## src/rtl/uart_pkg.sv

```systemverilog
// Shared UART definitions: frame format, state encoding and rate defaults.
// Imported by both the receiver and the transmitter.
package uart_pkg;

  localparam int unsigned CLKS_PER_BIT_DEFAULT = 6;
  localparam int unsigned CNT_W                = 14;
  localparam int unsigned DATA_BITS            = 8;
  localparam int unsigned IDX_W                = $clog2(DATA_BITS);

  localparam logic START_LEVEL = 1'b0;
  localparam logic STOP_LEVEL  = 1'b1;

  typedef enum logic [2:0] {
    IDLE,
    START,
    DATA,
    STOP,
    BREAK
  } uart_state_t;

  // Counter target for the start-bit check: mid-bit, counted from state entry.
  function automatic logic [CNT_W-1:0] half_target(input int unsigned cpb);
    return CNT_W'(cpb / 2 - 1);
  endfunction

endpackage

```

## src/rtl/uart_rx_sampler.sv

```systemverilog
// Line synchroniser and bit-timing counter for the UART receiver.
// The counter restarts on request from the FSM and after every sample event.
module uart_rx_sampler
  import uart_pkg::*;
(
  input  logic             clk,
  input  logic             reset,
  input  logic             rx,
  input  logic             clear,
  input  logic [CNT_W-1:0] target,
  output logic             rx_s,
  output logic             tick
);

  logic             rx_m;
  logic [CNT_W-1:0] cnt;

  // Two-flop synchroniser; resets to the idle (high) line level.
  always_ff @(posedge clk) begin
    if (reset) begin
      rx_m <= 1'b1;
      rx_s <= 1'b1;
    end else begin
      rx_m <= rx;
      rx_s <= rx_m;
    end
  end

  // Sample counter: cleared on state entry and on each event so every bit period restarts at 0.
  always_ff @(posedge clk) begin
    if (reset) begin
      cnt <= '0;
    end else if (clear || tick) begin
      cnt <= '0;
    end else begin
      cnt <= cnt + 1'b1;
    end
  end

  // Sample event when the counter reaches the target of the current state.
  always_comb begin
    tick = (cnt == target);
  end

endmodule

```

## src/rtl/uart_rx.sv

```systemverilog
// 8N1 UART receiver: start validation at mid-bit, centre sampling of data
// bits, stop-bit check, and valid/ack delivery with overrun detection.
module uart_rx
  import uart_pkg::*;
#(
  parameter int unsigned CLKS_PER_BIT = CLKS_PER_BIT_DEFAULT
) (
  input  logic       clk,
  input  logic       reset,
  input  logic       rx,
  input  logic       rx_ack,
  output logic [7:0] rx_data,
  output logic       rx_valid,
  output logic       rx_busy,
  output logic       frame_err,
  output logic       overrun_err
);

  localparam logic [CNT_W-1:0] START_TGT = half_target(CLKS_PER_BIT);
  localparam logic [CNT_W-1:0] BIT_TGT   = CNT_W'(CLKS_PER_BIT - 1);
  localparam logic [IDX_W-1:0] LAST_IDX  = IDX_W'(DATA_BITS - 1);

  uart_state_t          state;
  uart_state_t          state_next;
  logic                 rx_s;
  logic                 tick;
  logic                 cnt_clear;
  logic [CNT_W-1:0]     target;
  logic [DATA_BITS-1:0] shift;
  logic [IDX_W-1:0]     bit_idx;
  logic                 byte_good;
  logic                 stop_bad;

  uart_rx_sampler u_sampler (
    .clk    (clk),
    .reset  (reset),
    .rx     (rx),
    .clear  (cnt_clear),
    .target (target),
    .rx_s   (rx_s),
    .tick   (tick)
  );

  // State register.
  always_ff @(posedge clk) begin
    if (reset) begin
      state <= IDLE;
    end else begin
      state <= state_next;
    end
  end

  // Next-state logic, per-state counter target and frame completion strobes.
  always_comb begin
    state_next = state;
    target     = BIT_TGT;
    byte_good  = 1'b0;
    stop_bad   = 1'b0;
    unique case (state)
      IDLE: begin
        if (rx_s == START_LEVEL) state_next = START;
      end
      START: begin
        target = START_TGT;
        if (tick) state_next = (rx_s == START_LEVEL) ? DATA : IDLE;
      end
      DATA: begin
        if (tick && (bit_idx == LAST_IDX)) state_next = STOP;
      end
      STOP: begin
        if (tick) begin
          if (rx_s == STOP_LEVEL) begin
            byte_good  = 1'b1;
            state_next = IDLE;
          end else begin
            stop_bad   = 1'b1;
            state_next = BREAK;
          end
        end
      end
      BREAK: begin
        if (rx_s == STOP_LEVEL) state_next = IDLE;
      end
      default: state_next = IDLE;
    endcase
    // Holding the counter clear in IDLE guarantees START begins counting from 0.
    cnt_clear = (state == IDLE) || (state_next != state);
  end

  // Data shift register (LSB first) and bit index.
  always_ff @(posedge clk) begin
    if (reset) begin
      shift   <= '0;
      bit_idx <= '0;
    end else begin
      if (state == START) bit_idx <= '0;
      if ((state == DATA) && tick) begin
        shift   <= {rx_s, shift[DATA_BITS-1:1]};
        bit_idx <= bit_idx + 1'b1;
      end
    end
  end

  // Output registers: handshake, busy flag and one-cycle error pulses.
  always_ff @(posedge clk) begin
    if (reset) begin
      rx_data     <= '0;
      rx_valid    <= 1'b0;
      rx_busy     <= 1'b0;
      frame_err   <= 1'b0;
      overrun_err <= 1'b0;
    end else begin
      rx_busy     <= (state_next == START) || (state_next == DATA) || (state_next == STOP);
      frame_err   <= stop_bad;
      overrun_err <= byte_good && rx_valid && !rx_ack;
      if (byte_good) begin
        // An ack in the completion cycle frees the slot for the new byte.
        if (!rx_valid || rx_ack) begin
          rx_data  <= shift;
          rx_valid <= 1'b1;
        end
      end else if (rx_valid && rx_ack) begin
        rx_valid <= 1'b0;
      end
    end
  end

endmodule

```

## config.mk

```make
export PLATFORM = sky130hd
export DESIGN_NAME = uart_rx
export DESIGN_NICKNAME = d
export VERILOG_FILES = /design/src/rtl/uart_pkg.sv /design/src/rtl/uart_rx_sampler.sv /design/src/rtl/uart_rx.sv
export SDC_FILE = /design/constraint.sdc
export NUM_CORES = 1
export LEC_CHECK = 0
export ABC_AREA = 1
export BUFFER_PORTS_ARGS = -buffer_cell sky130_fd_sc_hd__buf_4
export CAP_MARGIN = 0
export CELL_PAD_IN_SITES_DETAIL_PLACEMENT = 0
export CELL_PAD_IN_SITES_GLOBAL_PLACEMENT = 1
export CORE_UTILIZATION = 43
export DETAILED_ROUTE_END_ITERATION = 10
export GPL_ROUTABILITY_DRIVEN = 0
export GPL_TIMING_DRIVEN = 0
export PLACE_DENSITY = 0.83
export SYNTH_ARGS = -nofsm -noshare
export SYNTH_HDL_FRONTEND = slang
export SYNTH_SLANG_ARGS = --single-unit
```

## constraint.sdc

```tcl
create_clock -name clk -period 1.7 [get_ports clk]
set_clock_uncertainty 0.1 [all_clocks]
set_input_delay 0.34 -clock clk [delete_from_list [all_inputs] [get_ports clk]]
set_output_delay 0.34 -clock clk [all_outputs]
set_load 0.01 [all_outputs]
```

* Word level (Yosys, flattened, before mapping)
Index checks and enable logic that the tools add are counted.
Storage, ports and cells: flip-flop bits (word level) 42, bits of input ports 4, output and inout bits 12, word-level logic and storage cells 63
Cells by class: $add $sub $neg 2, equal/unequal tests 11, multiplexer cells 18, bitwise operators 2, reduce and logical (&&, ||, !) cells 19
Operators with widths (count):
- 3-bit two-way mux | 9
- 3-bit one-hot mux with 5 select lines | 1
- 14-bit by 1-bit adder with 14-bit output, second input constant | 1
- 14-bit by 3-bit equality test with 1-bit output | 1
- 3-bit by 2-bit equality test with 1-bit output, second input constant | 4
- 1-bit two-way mux | 7
- 3-bit by 1-bit equality test with 1-bit output, second input constant | 2
- 3-bit equality test, second input constant | 2
- 1-bit logical AND | 5
- 1-bit logical OR | 5
- 2-bit AND reduction | 2
- 2-bit nonzero test | 2
- 3-bit by 1-bit adder with 3-bit output, second input constant | 1
- 3-bit logical NOT | 1
- 3-bit != test | 1
- 3-bit OR reduction | 1
- 1-bit logical NOT | 2
- 2-bit two-way mux | 1
- 2-bit by 1-bit != test with 1-bit output, second input constant | 1
- 1-bit inverter | 2
- 2-bit OR reduction | 1

* Logic depth before layout (Yosys ltp)
Gate-level depths: netlist (run 1).
word-level depth 10, mapped depth 11, gate-level depth less buffers 11

* Cells and area by module
Synthesis (run 1) repeated with hierarchy kept, for this count alone.
Unflattened totals: cell total of the unflattened synthesis 324, area, all modules 2234.6 um^2
By module, submodules not included:
- uart_rx | times used 1, cells an instance 170, area an instance 1224.9 um^2, sequential area each 520.5 um^2
- uart_rx_sampler | times used 1, cells an instance 154, area an instance 1009.7 um^2, sequential area each 320.3 um^2

* Worst setup path after synthesis (run 1)
No wires, ideal clock.
path type register to register, from register u_sampler.cnt[0], to register u_sampler.cnt[6], library setup time 79 ps, arrival time 1271 ps, required time 1521 ps, slack 250 ps, cell stages (with the launch flop) 8, path buffers 0, period minus slack after synthesis 1450 ps, cells stage by stage dfxtp_1 > ha_1 > nand2_1 > nor2_1 > inv_1 > nor2_1 > a21oi_1 > a211oi_2
On the way: word-level cells in the longest chain between the ends 8, elaborated cells on any way between the ends 11, classes of those cells 1 x add/sub; 2 x eq/ne; 4 x mux; 4 x reduce/logical
Ends and longest elaborated chain:
- start, declared | RTL line uart_rx_sampler.sv:16 | logic [CNT_W-1:0] cnt;
- start signal, assigned | RTL line uart_rx_sampler.sv:36 | cnt <= cnt + 1'b1;
- 14-bit by 3-bit equality test with 1-bit output | RTL line uart_rx_sampler.sv:42 | tick = (cnt == target);
- 1-bit logical AND | RTL line uart_rx.sv:68 | if (tick && (bit_idx == LAST_IDX)) state_next = STOP;
- 3-bit two-way mux | RTL line uart_rx.sv:68
- 3-bit one-hot mux with 5 select lines | RTL line uart_rx.sv:59 | unique case (state)
- 3-bit != test | RTL line uart_rx.sv:87 | cnt_clear = (state == IDLE) || (state_next != state);
- 1-bit logical OR | RTL line uart_rx.sv:87
- 1-bit logical OR | RTL line uart_rx_sampler.sv:33 | end else if (clear || tick) begin
- 2-bit OR reduction (no line)
Several ways; a longest one is shown, not always the timed one. A chain may end at the register's enable or synchronous reset.

* Final worst setup path (run 1)
from register state[2], to register rx_data[2]
On the way: word-level cells in the longest chain between the ends 6, elaborated cells on any way between the ends 7, classes of those cells 3 x eq/ne; 3 x mux; 1 x reduce/logical
Ends and longest elaborated chain:
- start, declared | RTL line uart_rx.sv:23 | uart_state_t state;
- start signal, assigned | RTL line uart_rx.sv:49 | state <= state_next;
- 3-bit by 1-bit equality test with 1-bit output | RTL line uart_rx.sv:59
- 3-bit two-way mux | RTL line uart_rx.sv:59
- 14-bit by 3-bit equality test with 1-bit output | RTL line uart_rx_sampler.sv:42
- 1-bit two-way mux | RTL line uart_rx.sv:71 | if (tick) begin
- 1-bit two-way mux (*) | RTL line uart_rx.sv:59
- 2-bit AND reduction (no line) (*)
- end signal, assigned | RTL line uart_rx.sv:119 | rx_data <= shift;
- end, declared | RTL line uart_rx.sv:12 | output logic [7:0] rx_data,
Every way passes the cells marked *; elsewhere a longest branch is shown, timed or not.

==> summary.txt, run 1 <==
Outcome
  – Status: finished clean

Final layout
  – N_diodes: 0
  – Share of layout cells above drive strength 1: 0.313
  – Area Overhead vs Synth: 21.7%
  – Final #Nets: 281
  – Post-route core utilization: 0.561

Floorplan
  – Starting Density: 0.461
  – Die width: about 69 um
  – FP Rows: 23
  – Die Area: 4710 um^2
  – I/O Pins: 16
  – Area of the core: 4140 um^2
  – Chip height: 68.7 um

Global routing
  – Remaining Overflow, GRT: 0
  – Gr usage total: 0.175
  – Largest net degree at the start of global routing: 14
  – First-pass GRT wire length: roughly 6000 um
  – Vias in the first global route: ~1400
  – Initial antenna violation count: 0

Timing
  – Final setup viols: 0
  – Max-slew headroom: 0.589
  – Achievable frequency: 626 MHz
  – Post-route minimum period: 1.60 ns
  – Final Cycle Share: 0.939
  – Least-Margin Pin Slew: approximately 0.61 ns
  – RSZ-0062 raised after global routing: yes
  – Final Hold Viols: 0
  – Setup ws final: 0.104 ns
  – TNS Setup: 0 ns
  – Final Max Tran Viols: 0

Yosys
  – Syn nets: 250
  – Yosys warns: 0
  – Seq cells post-synth: 42
  – Simple-gate share of the synthesized area: 0.350
  – Post-synthesis adder-cell area fraction: 0.0196
  – Compound-gate portion of the synthesized area: 0.0845
  – Largest family of logic cells by synthesized area: simple AND/OR/NAND/NOR gates
  – Seq/Total Area, Yosys: 0.440
  – Post-Syn Instances: approximately 240
  – Post-synthesis cell type count: 32
  – Post-Synth XOR/XNOR Area: 0.0183
  – Mux cell area share after synthesis: 0
  – Avg Inst Size Synth: roughly 7.9 um^2
  – Mapped cell area: between 1500 and 2000 um^2

Critical path
  – Startpoint types: flop
  – CP max FO: 8
  – Critical path class: reg2reg
  – Required @ worst endpoint: about 1.8 ns
  – Crit. End Element: flop
  – Arr. time, crit path: 1.73 ns

Worst hold path
  – Hold WC Path Type: in2reg

Power and ir drop
  – Clock power frac: 0.425
  – Switching portion of total power: 0.204
  – P_int: roughly 1.4 mW
  – Combinational power share: 0.030
  – PD cells: between 700 and 800 nW/um^2
  – Static leakage: just under 1 nW
  – Total net switching power: 371 uW
  – Flop pwr share: 0.544
  – Total chip power: 1.82 mW
  – Peak VDD IR: a little over 0.7 mV

Placement
  – Buffers on Ports: 15
  – Post-DP HPWL: about 2600 um
  – Setup Slack @ Placement: around 0.056 ns

Route
  – Vias: about 1600
  – # DRC: 0
  – Wire length per cell: around 11 um
  – Via/cell ratio: 4.78
  – Detail Route Antenna Nets: 0
  – DRT iter0 DRCs: 51
  – Final WL: roughly 3600 um
  – 1st-pass router iterations: 4

Clock tree
  – H-tree Lvls: 2
  – CTS sink count: 42
  – Root Driver: clkbuf_8
  – CTS Hold Bufs: 0
  – CTS tree: yes
  – Total clock buffers created by CTS: 5
  – CTS clk-pin slew, worst paths: roughly 0.080 ns
  – Clock Latency Late Sink: about 0.29 ns
  – CTS Buffer Depth: 2

Run
  – Max Cap Viol: 0
-- cells in the final DEF (no fill, tap or decap), types with 6 or more instances in the layout --
master,n
nor2_1,33
nand2_2,6
nand2_1,34
nand3_1,18
inv_1,24
dfxtp_1,29
buf_4,24
dfxtp_2,12
o21ai_0,12
a21oi_1,15
inv_2,9
-- critical path, cell delays in order (launching register included) --
cell	delay [ns]
dfxtp_4	0.37
inv_4	0.07
nand2_2	0.07
nor2_4	0.10
nand2_2	0.08
nand2_4	0.13
nand3_4	0.12
nor3_4	0.23
buf_12	0.14
nor2_1	0.04
nor2_1	0.09
-- power by group through the flow --
| stage | Combinational, mW | Clock [mW] | Sequential (mW) |
|---|---|---|---|
| floorplan | 0.0333 | 0 | 1.01 |
| global placement | 0.0519 | 0 | 1.01 |
| detailed placement | 0.0509 | 0 | 1.01 |
| CTS | 0.0513 | 0.811 | 0.991 |
| global route | 0.0625 | 0.857 | 0.991 |
| finish | 0.0555 | 0.774 | 0.990 |
-- metrics by stage --
stage,cells,hold slack [ns],area [um^2]
global route,325,0.118,2320
floorplan,243,0.289,1910
global placement,308,0.293,2090
CTS,316,0.118,2200
detailed placement,308,0.299,2090
finish,325,0.132,2320
-- registers in the layout, indices dropped and copies added, names as in the netlist --
name and flops:
u_sampler.rx_s 1, rx_data 8, frame_err 1, state 3
shift 8, u_sampler.cnt 14, rx_busy 1, bit_idx 3
rx_valid 1, overrun_err 1, u_sampler.rx_m 1
-- worst paths after layout --
kind | startpoint | to | slack, ns | cells after the start
setup / recovery | state[2] | rx_data[2] | 0.10 | 10
hold / removal | rx | u_sampler.rx_m | 0.13 | 2
setup reg to reg | state[2] | rx_data[2] | 0.10 | 10
hold reg to reg | u_sampler.rx_m | u_sampler.rx_s | 0.31 | 1
-- routing by layer --
metal	GRT usage	up-vias	wire, um
met5	0	-	0
met4	0.0781	0	61
met3	0.0493	7	115
met2	0.283	17	1740
met1	0.215	689	1710
li1	-	839	-
-- area by class of cell --
cell class              instances  area [um^2]
fillers                       409         1820
multi-input cells             162          928
flip-flops and latches         42          860
repair buffers                 24          193
inverters                      34          130
clock buffers                   6         72.6
well taps                      50         62.6
plain buffers                   5         41.3
clock inverters                 2         37.5
-- cell families after synthesis --
group,after synthesis
simple gates,125
buf+inv,39
xor+xnor,4
compound gates,30
fa+ha+maj,3
flops,42
-- what timing repair did --
| item | in CTS | in global routing |
|---|---|---|
| setup buffers | 0 | 9 |
| endpoints found under the setup margin | 0 | 20 |
| resized for setup | 0 | 26 |
-- synth_stat cells (all sizes together) --
cell type	instances	area, um^2
a211oi	2	20.0
a21oi	15	75.1
a31oi	1	6.26
buf	5	38.8
dfxtp	42	841
ha	3	37.5
inv	34	128
nand2	42	194
nand3	22	133
nand4	3	18.8
nor2	43	216
nor3	6	46.3
nor3b	4	30.0
nor4	2	12.5
o21ai	12	60.1
or2	3	18.8
xor2	4	35.0
Note: power is estimated with default switching activity, not from simulation.
==> run 2, diff against run 1 <==
--- a/config.mk
+++ b/config.mk
@@ -10,11 +10,11 @@
 export CAP_MARGIN = 0
 export CELL_PAD_IN_SITES_DETAIL_PLACEMENT = 0
 export CELL_PAD_IN_SITES_GLOBAL_PLACEMENT = 1
-export CORE_UTILIZATION = 43
+export CORE_UTILIZATION = 30
 export DETAILED_ROUTE_END_ITERATION = 10
 export GPL_ROUTABILITY_DRIVEN = 0
 export GPL_TIMING_DRIVEN = 0
-export PLACE_DENSITY = 0.83
+export PLACE_DENSITY_LB_ADDON = 0.1
 export SYNTH_ARGS = -nofsm -noshare
 export SYNTH_HDL_FRONTEND = slang
 export SYNTH_SLANG_ARGS = --single-unit
==> constraint.sdc (replaced) <==
create_clock -name clk -period 1.7 [get_ports clk]
set_clock_uncertainty 0.1 [all_clocks]
set_input_delay 0.255 -clock clk [delete_from_list [all_inputs] [get_ports clk]]
set_output_delay 0.255 -clock clk [all_outputs]
set_load 0.01 [all_outputs]
==> run 2 against run 1 <==
Net effect:
- hold slack lost 0.091 ns
- routed wire length grew 12%
- fmax shrank 3.6%
- core utilization shrank 16 points
- setup slack lost 0.059 ns
- clock power shrank 15%
- via count grew 2.4%
- sequential cell count is the same
- sequential power is essentially flat
- critical path type unchanged
- largest cell class unchanged
- highest routed layer unchanged
==> summary.txt, run 2 (synthesized netlist as in run 1, its figures left out) <==
Final layout
  – Most frequent cells in the layout: dfxtp_1 (37), nand2_1 (33), nor2_1 (32)
  – N_diodes: 0 (unchanged)
  – Fill cells: 665 (+63%)
  – Most flops, register: u_sampler.cnt
  – Final #Nets: 283 (+0.71%)
  – Area Overhead vs Synth: 27.0%
  – FF/Latch Area: 852 um^2 (-0.87%)
  – Max reg flops: 14 (unchanged)
  – Share of layout cells above drive strength 1: 0.325 (+0.0122)
  – Largest registers: u_sampler.cnt (14), rx_data (8), shift (8)
  – Design area: 2430 um^2 (+4.4%)
  – Most common cell after layout, fill and taps aside: dfxtp_1
  – Post-route core utilization: 0.403 (-0.158)
  – Multi-input logic area: 985 um^2 (+6.1%)

Critical path
  – Critical path class: reg2reg
  – R2R setup slack: 0.04 ns (-0.06 ns)
  – Startpoint types: flop
  – Crit. End Element: flop
  – RR Startpoint: u_sampler.cnt[4]
  – FF-to-FF path depth: 10 (unchanged)
  – Worst path slowest cell: dfxtp_4
  – Terminus of the critical flop-to-flop path: rx_data[2]
  – Required @ worst endpoint: 1.83 ns (about the same)
  – CP max FO: 8 (unchanged)
  – Arr. time, crit path: 1.79 ns (+0.06 ns)
  – Crit path cell chain: inv_4 > nand2_2 > nor2_2 > nand2_2 > nor2_8 > nand3_4 > nor3_4 > buf_12 > nor2_1 > nor2_1
  – CP peak stage delay: 0.36 ns (about the same)

Global routing
  – Remaining Overflow, GRT: 0 (unchanged)
  – Initial antenna violation count: 0 (unchanged)
  – Gr usage total: 0.139 (-0.0357)
  – Vias in the first global route: 1476 (+5.7%)
  – First-pass GRT wire length: 6960 um (+15%)
  – Largest net degree at the start of global routing: 13 (-1)

Placement
  – Setup Slack @ Placement: 0.0409 ns (-0.0151 ns)
  – DP Area: 2120 um^2 (+1.5%)
  – Post-DP HPWL: 2890 um (+12%)
  – Buffers on Ports: 15 (unchanged)

Floorplan
  – I/O Pins: 16 (unchanged)
  – Die width: 81.8 um (+19%)
  – Chip height: 81.8 um (+19%)
  – FP Rows: 28 (+22%)
  – Starting Density: 0.317 (-0.144)
  – Die Area: 6690 um^2 (+42%)
  – Area of the core: 6030 um^2 (+45%)

Timing
  – Final setup viols: 0 (unchanged)
  – Least-Margin Pin Slew: 0.455 ns (-0.157 ns)
  – TNS Setup: 0 ns (unchanged)
  – Setup ws final: 0.0442 ns (-0.0594 ns)
  – Max-slew headroom: 0.697 (+0.108)
  – RSZ-0062 raised after global routing: yes
  – Achievable frequency: 604 MHz (-3.6%)
  – Post-route minimum period: 1.66 ns (+0.0594 ns)
  – Final Hold Viols: 0 (unchanged)
  – Final Max Tran Viols: 0 (unchanged)
  – Final Cycle Share: 0.974 (+0.0350)

Outcome
  – Status: finished clean

Worst hold path
  – Hold WC Path Type: in2reg
  – Min-delay src: rx
  – Worst Hold Endpoint: u_sampler.rx_m
  – Worst Hold Depth: 2 (unchanged)

Route
  – Wire length per cell: 11.5 um (+3.6%)
  – 1st-pass router iterations: 4 (unchanged)
  – Detail Route Antenna Nets: 0 (unchanged)
  – Vias: 1589 (+2.4%)
  – Via/cell ratio: 4.51 (-5.5%)
  – DRT iter0 DRCs: 44 (-14%)
  – Final WL: 4060 um (+12%)
  – # DRC: 0 (unchanged)

Clock tree
  – H-tree Lvls: 2 (unchanged)
  – CTS tree: yes
  – Total clock buffers created by CTS: 5 (unchanged)
  – CTS clk-pin slew, worst paths: 0.08 ns (about the same)
  – CTS sink count: 42 (unchanged)
  – Root Driver: clkbuf_8
  – CTS Buffer Depth: 2 (unchanged)
  – Clock Latency Late Sink: 0.29 ns (about the same)

Power and ir drop
  – Static leakage: 0.982 nW (+1.2%)
  – Peak VDD IR: 0.345 mV (-52%)
  – PD cells: 702 nW/um^2 (-10%)

Run
  – Max Cap Viol: 0 (unchanged)
[run 2: cell types whose count changed in the layout (fill, tap and decap cells not counted), moves of 2 or more]
cell and delta:
buf_4 -2, nand3_2 +7, nand3_1 -7, dfxtp_1 +8, dfxtp_2 -9
[run 2: critical path: cells and delay by family, from the launching register on]
| kind | cells | cell delay (ns) |
|---|---|---|
| DFF | 1 | 0.36 |
| and+or+nand+nor | 8 | 0.92 |
| buffers and inverters | 2 | 0.22 |
[run 2: layer usage]
layer  track usage  vias up  wire (um)
met5             0        -          0
met4        0.0526        0         67
met3        0.0400        8        112
met2         0.217       14       1900
met1         0.181      724       1980
li1              -      843          -
[run 2: worst max path at each step]
stage	cells after the start	endpoint	slack, ns	start
final	10	rx_data[2]	0.04	u_sampler.cnt[4]
after global routing	11	rx_data[7]	-0.07	u_sampler.cnt[3]
after CTS	9	rx_data[6]	0.02	state[2]
after detailed placement	7	u_sampler.cnt[6]	0.04	u_sampler.cnt[0]
after global placement	7	u_sampler.cnt[6]	0.03	u_sampler.cnt[0]
after floorplan	7	u_sampler.cnt[6]	0.25	u_sampler.cnt[0]
[run 2: where the power goes]
group	leakage (nW)	switching (mW)	internal (mW)	total (mW)
combinational	0.592	0.0341	0.0208	0.0549
sequential	0.342	0.00263	0.985	0.988
clock	0.0482	0.333	0.328	0.661
total	0.982	0.370	1.33	1.70
[run 2: repair_timing]
action                     in CTS  in global routing
pin swaps                       0                  9
setup buffers                   0                  9
hold buffers                    0                  0
setup endpoints to repair       1                 27
gates resized for setup         1                 29
gates cloned                    0                  2
[run 2: stage by stage]
stage | std cells | hold slack, ns | power (mW)
floorplan | 243 | 0.224 | 1.05
global placement | 333 | 0.291 | 1.07
detailed placement | 333 | 0.299 | 1.07
CTS | 341 | 0.0314 | 1.74
global route | 352 | 0.0210 | 1.80
finish | 352 | 0.0402 | 1.70
[run 2: final cells by class]
type | instances | area share
Timing Repair Buffer | 25 | 0.0948
Multi-Input combinational cell | 163 | 0.406
Clock buffer | 7 | 0.0356
Clock inverter | 1 | 0.00206
Sequential cell | 42 | 0.351
Buffer | 5 | 0.0186
Inverter | 34 | 0.0536
Tap cell | 75 | 0.0387
